--- src/rtl/ecdsa_csr_pkg.sv ---
// Shared constants for the ECDSA control/status register block.
package ecdsa_csr_pkg;

    localparam int unsigned DATA_W      = 32;
    localparam int unsigned STRB_W      = DATA_W / 8;

    localparam int unsigned CSR_COMMAND = 0;
    localparam int unsigned CSR_RXADDR  = 1;
    localparam int unsigned CSR_TXADDR  = 2;
    localparam int unsigned CSR_STATUS  = 0;

    localparam logic [1:0]  RESP_OKAY   = 2'b00;
    localparam logic [1:0]  RESP_SLVERR = 2'b10;

endpackage

--- src/rtl/ecdsa_csr_axil_slave.sv ---
// AXI4-Lite responder exposing the ECDSA CSR bank; word 0 is write-COMMAND / read-STATUS.
module ecdsa_csr_axil_slave
    import ecdsa_csr_pkg::*;
#(
    parameter int unsigned NREGS  = 8,
    parameter int unsigned ADDR_W = 12
) (
    input  logic                    clk,
    input  logic                    rst,
    input  logic [ADDR_W-1:0]       s_axi_csrs_awaddr,
    input  logic                    s_axi_csrs_awvalid,
    output logic                    s_axi_csrs_awready,
    input  logic [DATA_W-1:0]       s_axi_csrs_wdata,
    input  logic [STRB_W-1:0]       s_axi_csrs_wstrb,
    input  logic                    s_axi_csrs_wvalid,
    output logic                    s_axi_csrs_wready,
    output logic [1:0]              s_axi_csrs_bresp,
    output logic                    s_axi_csrs_bvalid,
    input  logic                    s_axi_csrs_bready,
    input  logic [ADDR_W-1:0]       s_axi_csrs_araddr,
    input  logic                    s_axi_csrs_arvalid,
    output logic                    s_axi_csrs_arready,
    output logic [DATA_W-1:0]       s_axi_csrs_rdata,
    output logic [1:0]              s_axi_csrs_rresp,
    output logic                    s_axi_csrs_rvalid,
    input  logic                    s_axi_csrs_rready,
    output logic [NREGS*DATA_W-1:0] regs_o,
    output logic                    cmd_wr_o,
    input  logic [DATA_W-1:0]       status_i
);

    localparam int unsigned IDX_W = ADDR_W - 2;
    localparam int unsigned SEL_W = (NREGS > 1) ? $clog2(NREGS) : 1;

    logic [NREGS-1:0][DATA_W-1:0] regs_q;

    logic                 aw_full;
    logic [IDX_W-1:0]     aw_idx;
    logic                 w_full;
    logic [DATA_W-1:0]    w_data;
    logic [STRB_W-1:0]    w_strb;

    logic                 aw_hs, w_hs, ar_hs, b_hs;
    logic                 have_aw, have_w, commit;
    logic                 aw_full_next, w_full_next, bvalid_next, rvalid_next;
    logic [IDX_W-1:0]     wr_idx, rd_idx;
    logic [SEL_W-1:0]     wr_sel, rd_sel;
    logic [DATA_W-1:0]    wr_data, rd_data;
    logic [STRB_W-1:0]    wr_strb;
    logic                 wr_in_range, rd_in_range;
    logic                 unused_addr_lsbs;

    assign unused_addr_lsbs = ^{s_axi_csrs_awaddr[1:0], s_axi_csrs_araddr[1:0]};

    // Commit happens on the first edge where address and data are both available.
    always_comb begin
        aw_hs        = s_axi_csrs_awvalid & s_axi_csrs_awready;
        w_hs         = s_axi_csrs_wvalid  & s_axi_csrs_wready;
        ar_hs        = s_axi_csrs_arvalid & s_axi_csrs_arready;
        b_hs         = s_axi_csrs_bvalid  & s_axi_csrs_bready;
        have_aw      = aw_full | aw_hs;
        have_w       = w_full  | w_hs;
        commit       = have_aw & have_w;
        aw_full_next = have_aw & ~commit;
        w_full_next  = have_w  & ~commit;
        bvalid_next  = commit | (s_axi_csrs_bvalid & ~b_hs);
        rvalid_next  = ar_hs  | (s_axi_csrs_rvalid & ~s_axi_csrs_rready);

        wr_idx       = aw_full ? aw_idx : s_axi_csrs_awaddr[ADDR_W-1:2];
        wr_data      = w_full  ? w_data : s_axi_csrs_wdata;
        wr_strb      = w_full  ? w_strb : s_axi_csrs_wstrb;
        wr_sel       = SEL_W'(wr_idx);
        wr_in_range  = 32'(wr_idx) < NREGS;

        rd_idx       = s_axi_csrs_araddr[ADDR_W-1:2];
        rd_sel       = SEL_W'(rd_idx);
        rd_in_range  = 32'(rd_idx) < NREGS;
        rd_data      = '0;
        if (rd_in_range) begin
            rd_data = (rd_idx == IDX_W'(CSR_STATUS)) ? status_i : regs_q[rd_sel];
        end
    end

    // Write buffers, B channel and write-side readies.
    always_ff @(posedge clk) begin
        if (rst) begin
            aw_full            <= 1'b0;
            aw_idx             <= '0;
            w_full             <= 1'b0;
            w_data             <= '0;
            w_strb             <= '0;
            s_axi_csrs_awready <= 1'b0;
            s_axi_csrs_wready  <= 1'b0;
            s_axi_csrs_bvalid  <= 1'b0;
            s_axi_csrs_bresp   <= 2'b00;
            cmd_wr_o           <= 1'b0;
        end else begin
            aw_full <= aw_full_next;
            w_full  <= w_full_next;
            if (aw_hs && !commit) aw_idx <= s_axi_csrs_awaddr[ADDR_W-1:2];
            if (w_hs && !commit) begin
                w_data <= s_axi_csrs_wdata;
                w_strb <= s_axi_csrs_wstrb;
            end
            s_axi_csrs_bvalid <= bvalid_next;
            if (commit) s_axi_csrs_bresp <= wr_in_range ? RESP_OKAY : RESP_SLVERR;
            // Readies stay low for one extra cycle after the B handshake.
            s_axi_csrs_awready <= ~aw_full_next & ~bvalid_next & ~s_axi_csrs_bvalid;
            s_axi_csrs_wready  <= ~w_full_next  & ~bvalid_next & ~s_axi_csrs_bvalid;
            cmd_wr_o <= commit & wr_in_range & (wr_idx == IDX_W'(CSR_COMMAND));
        end
    end

    // Read response: data and status are captured at the AR handshake.
    always_ff @(posedge clk) begin
        if (rst) begin
            s_axi_csrs_arready <= 1'b0;
            s_axi_csrs_rvalid  <= 1'b0;
            s_axi_csrs_rdata   <= '0;
            s_axi_csrs_rresp   <= 2'b00;
        end else begin
            s_axi_csrs_rvalid  <= rvalid_next;
            s_axi_csrs_arready <= ~rvalid_next & ~s_axi_csrs_rvalid;
            if (ar_hs) begin
                s_axi_csrs_rdata <= rd_data;
                s_axi_csrs_rresp <= rd_in_range ? RESP_OKAY : RESP_SLVERR;
            end
        end
    end

    // Register file with per-byte write enables.
    always_ff @(posedge clk) begin
        if (rst) begin
            regs_q <= '0;
        end else if (commit && wr_in_range) begin
            for (int b = 0; b < int'(STRB_W); b++) begin
                if (wr_strb[b]) regs_q[wr_sel][b*8 +: 8] <= wr_data[b*8 +: 8];
            end
        end
    end

    assign regs_o = regs_q;

endmodule

--- config.mk ---
export PLATFORM = sky130hd
export DESIGN_NAME = ecdsa_csr_axil_slave
export DESIGN_NICKNAME = d
export VERILOG_FILES = /design/src/rtl/ecdsa_csr_pkg.sv /design/src/rtl/ecdsa_csr_axil_slave.sv
export SDC_FILE = /design/constraint.sdc
export NUM_CORES = 1
export LEC_CHECK = 0
export BUFFER_PORTS_ARGS = -buffer_cell sky130_fd_sc_hd__buf_4
export CAP_MARGIN = 5
export CORE_MARGIN = 1.5
export CORE_UTILIZATION = 48
export DETAILED_ROUTE_END_ITERATION = 6
export HOLD_SLACK_MARGIN = 0.02
export PLACE_DENSITY = 0.76
export SYNTH_ARGS = -nofsm -noshare
export SYNTH_HDL_FRONTEND = slang
export SYNTH_SLANG_ARGS = --single-unit
--- constraint.sdc ---
create_clock -name clk -period 2.09 [get_ports clk]
set_input_delay 0.627 -clock clk [delete_from_list [all_inputs] [get_ports clk]]
set_output_delay 0.627 -clock clk [all_outputs]
set_load 0.02 [all_outputs]
==> results.txt <==
The flow ran to the end, and the final reports show no timing, DRC or antenna violations. The number of buffers inserted by hold repair at cts was 0. The count of state elements after synthesis came out at 344. HPWL after detailed placement: 36,200 um. For this run, the number of Yosys warnings is 0. The mean routed wirelength per cell was 21.7 um; the worst setup slack after placement was -0.304 ns.

Row generation in the floorplan step produced 65 rows. The tools report the maximum number of buffers from clock root to sink as 3. In this run the mean area of a mapped cell was 10.6 sq um.

Walking the worst path, the cells encountered are buf_4 > or3_1 > a21oi_2 > and3_1 > buf_12 > mux2i_1. The routed design has 49,200 um of wire. Counting the buffers created by CTS gives 37. From synthesis to final layout, the design area changed by 33.4%. Dividing total power by cell area gives a power density of 716 nW/um^2.

The slew at the pin closest to its max-slew limit works out to 0.687 ns. The largest single stage delay on the critical path is 0.39 ns. The layout has 2,542 filler cells.

Sequential-to-total area share from yosys stat: 0.448. The finished layout holds 2,269 standard cells, fillers aside. The first detailed-routing pass ran for 5 iterations. For the final antenna-violating net count, the log shows 0.

The placer's final routability congestion estimate was 0.862. The number of I/O port buffers works out to 390. Sorting the synthesized cells by area gives the leading types as dfxtp_1 (45%), mux2i_1 (13%), mux4_2 (9.4%). Across the VDD grid, the largest voltage drop is 0.628 mV. Setup slack on the critical path of the routed design comes to 0.134 ns. The number of antenna violations at the first check in global routing is 1, and the global-route congestion overflow total is 0. The path class of the tightest hold or removal check is in2reg. Setup repair after global routing could not meet its margin everywhere. The critical path startpoint category is a register. Summed over all instances, the cell type with the most area after synthesis is dfxtp_1.

The utilization after layout is 0.650, and the full die area is 33,100 sq um. For the global-route total usage across every layer, the log shows 0.288. In this run, the number of DRC markers left after iteration 0 of detailed routing was 946. The final critical-path required period works out to 1.96 ns. Entering global routing, the biggest net connects 90 pins. Summing over every cut layer, the via total after detailed routing is 12.9k.

STA classifies the critical path endpoint as a register. The final cycle utilization of the critical path works out to 0.936. TritonCTS built the clock tree. The first global-routing pass estimated 74,000 um of wire.

The worst hold slack was 0.356 ns; the maximum level of the CTS H-tree was 2. The die is 182 um tall. The worst setup path is of the reg2reg kind. The insertion delay of the later-clocked pin in the worst-skew pair came out at 0.52 ns.

Measured along the x axis, the die boundary spans 182 um. The post-CTS repair timing setup buffer count is 0, and the count of final max-slew check failures is 0. The critical path contains buffers and inverters numbering 2 combined. The number of hold violations in the final report is 0, and the I/O pin count is 397. Clock-pin slew was measured on the worst setup and hold paths at 0.06 ns. For this run, the top clock speed supported by timing is 511 MHz.

The tools report the number of different library cells in the post-synthesis netlist as 41. For this design, the sink count on the clock tree is 344. The logs give 8.54 nW for the static leakage and 0.542 for the worst-case headroom to the max-slew limit. Data arrival time of the critical path: 2.40 ns. The buffer type at the clock tree root was clkbuf_16. Combined area of all synthesized cells: 15,400 sq um. Clock skew on the completed layout was measured at 0.0119 ns. The share of the synthesized area in the top cell type was 0.448. The logs give 12.5k for the via count of the first global-routing pass and 0 ns for the sum of negative setup slack.

The core region area came out at 31,600 sq um. Of all nets on the critical path, the largest fanout is 11. The layout cell share with drive strength beyond 1 is 0.365. The detail-routed via count per cell came out at 5.67. In the routed design, unresolved DRC markers number 0. The initial core utilization was 0.487. The slowest stage of the critical path belongs to the cell dfxtp_2.

After detailed placement, the design holds a cell count of 2,201. In the final design database the tool counted 1,937 nets. The number of cells produced by synthesis is 1,450, and the count of max-cap constraint violations is 0. The tools report the number of setup violations in the final report as 0. Data on the critical path is required at its endpoint by 2.54 ns.

On the critical path the largest part of the delay comes from simple AND/OR/NAND/NOR gates.
cell usage after synthesis, drive strengths merged:
cell type / count
clkbuf: 63
a21oi: 61
mux4: 64
and3: 6
o21ai: 160
or3b: 3
nand3: 16
nor4: 5
nor3: 3
nand3b: 131
or3: 1
and3b: 1
nor3b: 4
nand2b: 131
or2: 33
inv: 1
conb: 1
dfxtp: 344
a211oi: 3
nand2: 143
buf: 58
nor2b: 1
and2: 2
mux2: 3
mux2i: 195
o211ai: 16
nor4b: 1
registers in the layout (all words and copies together), names as in the netlist:
signal / cells
w_strb: 4
s_axi_csrs_rdata: 32
s_axi_csrs_rresp: 1
regs_o: 256
aw_full: 1
s_axi_csrs_arready: 1
aw_idx: 10
w_data: 32
s_axi_csrs_wready: 1
w_full: 1
cmd_wr_o: 1
s_axi_csrs_awready: 1
s_axi_csrs_bresp: 1
s_axi_csrs_bvalid: 1
s_axi_csrs_rvalid: 1
layer usage:
metal / vias to the layer above / global-route usage / share of wire
met4: 0 / 0.125 / 0.045
met2: 532 / 0.458 / 0.45
met5: - / 0 / 0
met3: 109 / 0.0521 / 0.066
li1: 5941 / - / -
met1: 6285 / 0.386 / 0.43
cells in the final DEF, fill, tap and decap left out, types with 2 or more instances in the layout:
cell type	n
nand2_2	2
or3b_2	2
nor4_1	5
o21ai_1	81
mux4_2	64
clkinv_2	7
nand3_2	4
nor3_4	2
a211oi_2	2
nand3b_1	131
and2_2	2
buf_12	28
o21ai_0	79
mux2i_1	195
clkbuf_16	39
nand2b_1	131
bufinv_16	2
nand3_1	4
dfxtp_1	342
nand3_4	8
buf_4	440
a21oi_1	49
or2_2	32
dfxtp_2	2
and3_1	6
nand2_1	141
nor3b_1	4
a21oi_2	7
mux2_2	3
clkbuf_1	6
o211ai_4	16
clkbuf_8	11
a21oi_4	5
conb_1	2
what timing repair did:
| action | in CTS | in global routing |
|---|---|---|
| gates cloned | 0 | 0 |
| setup endpoints to repair | 1 | 8 |
| hold endpoints to repair | 0 | 0 |
| resized for setup | 1 | 3 |
| pin swaps | 0 | 0 |
metrics by stage:
stage | instance area, sq um | power, mW
6_report | 20500 | 14.7
5_1_grt | 20500 | 15.1
4_1_cts | 20500 | 14.7
3_5_place_dp | 19200 | 8.09
3_3_place_gp | 19200 | 8.06
2_1_floorplan | 15400 | 7.57
area by class of cell:
class | count | area, sq um | share of cell area
clock inverter | 11 | 113 | 0.00549
tap | 402 | 503 | 0.0245
multi-input combinational | 985 | 7960 | 0.388
clock buffer | 56 | 1150 | 0.0561
timing repair buffer | 469 | 3870 | 0.189
sequential | 344 | 6890 | 0.336
antenna | 1 | 2.50 | 0.000122
inverter | 1 | 3.75 | 0.000183
worst register-to-register path: cells and delay by family, from the launching register on:
kind / cells / cell delay (ns)
AND/OR/NAND/NOR: 2 / 0.64
flip-flops: 1 / 0.39
AO/OA/AOI/OAI: 1 / 0.35
buffers and inverters: 2 / 0.32
multiplexers: 1 / 0.20
path summary, 6_finish.rpt:
path                                   to  cells after the start                   start  slack [ns]
setup reg to reg  regs_o[16]$_SDFFE_PP0P_                      6      aw_full$_SDFF_PP0_        0.13
setup / recovery  regs_o[16]$_SDFFE_PP0P_                      6      aw_full$_SDFF_PP0_        0.13
hold reg to reg    w_data[1]$_SDFFE_PP0P_                      2  w_data[1]$_SDFFE_PP0P_        0.45
hold / removal    w_data[16]$_SDFFE_PP0P_                      3    s_axi_csrs_wdata[16]        0.36
power by group:
part | internal (mW) | leakage [nW] | switching (mW) | total (mW)
Clock | 4.05 | 0.631 | 2.67 | 6.72
Sequential | 6.62 | 2.78 | 0.0479 | 6.67
Combinational | 0.574 | 5.14 | 0.709 | 1.28
cell families (layout without fill, tap and decap cells):
kind of cell | Yosys count | after routing | synth area share
mux | 262 | 262 | 0.223
flops | 344 | 344 | 0.448
simple gates | 481 | 481 | 0.192
other cells | 1 | 3 | 0.000244
buf+inv | 122 | 537 | 0.0353
compound gates | 240 | 240 | 0.101
No activity file was read; power rests on OpenSTA's default activity.
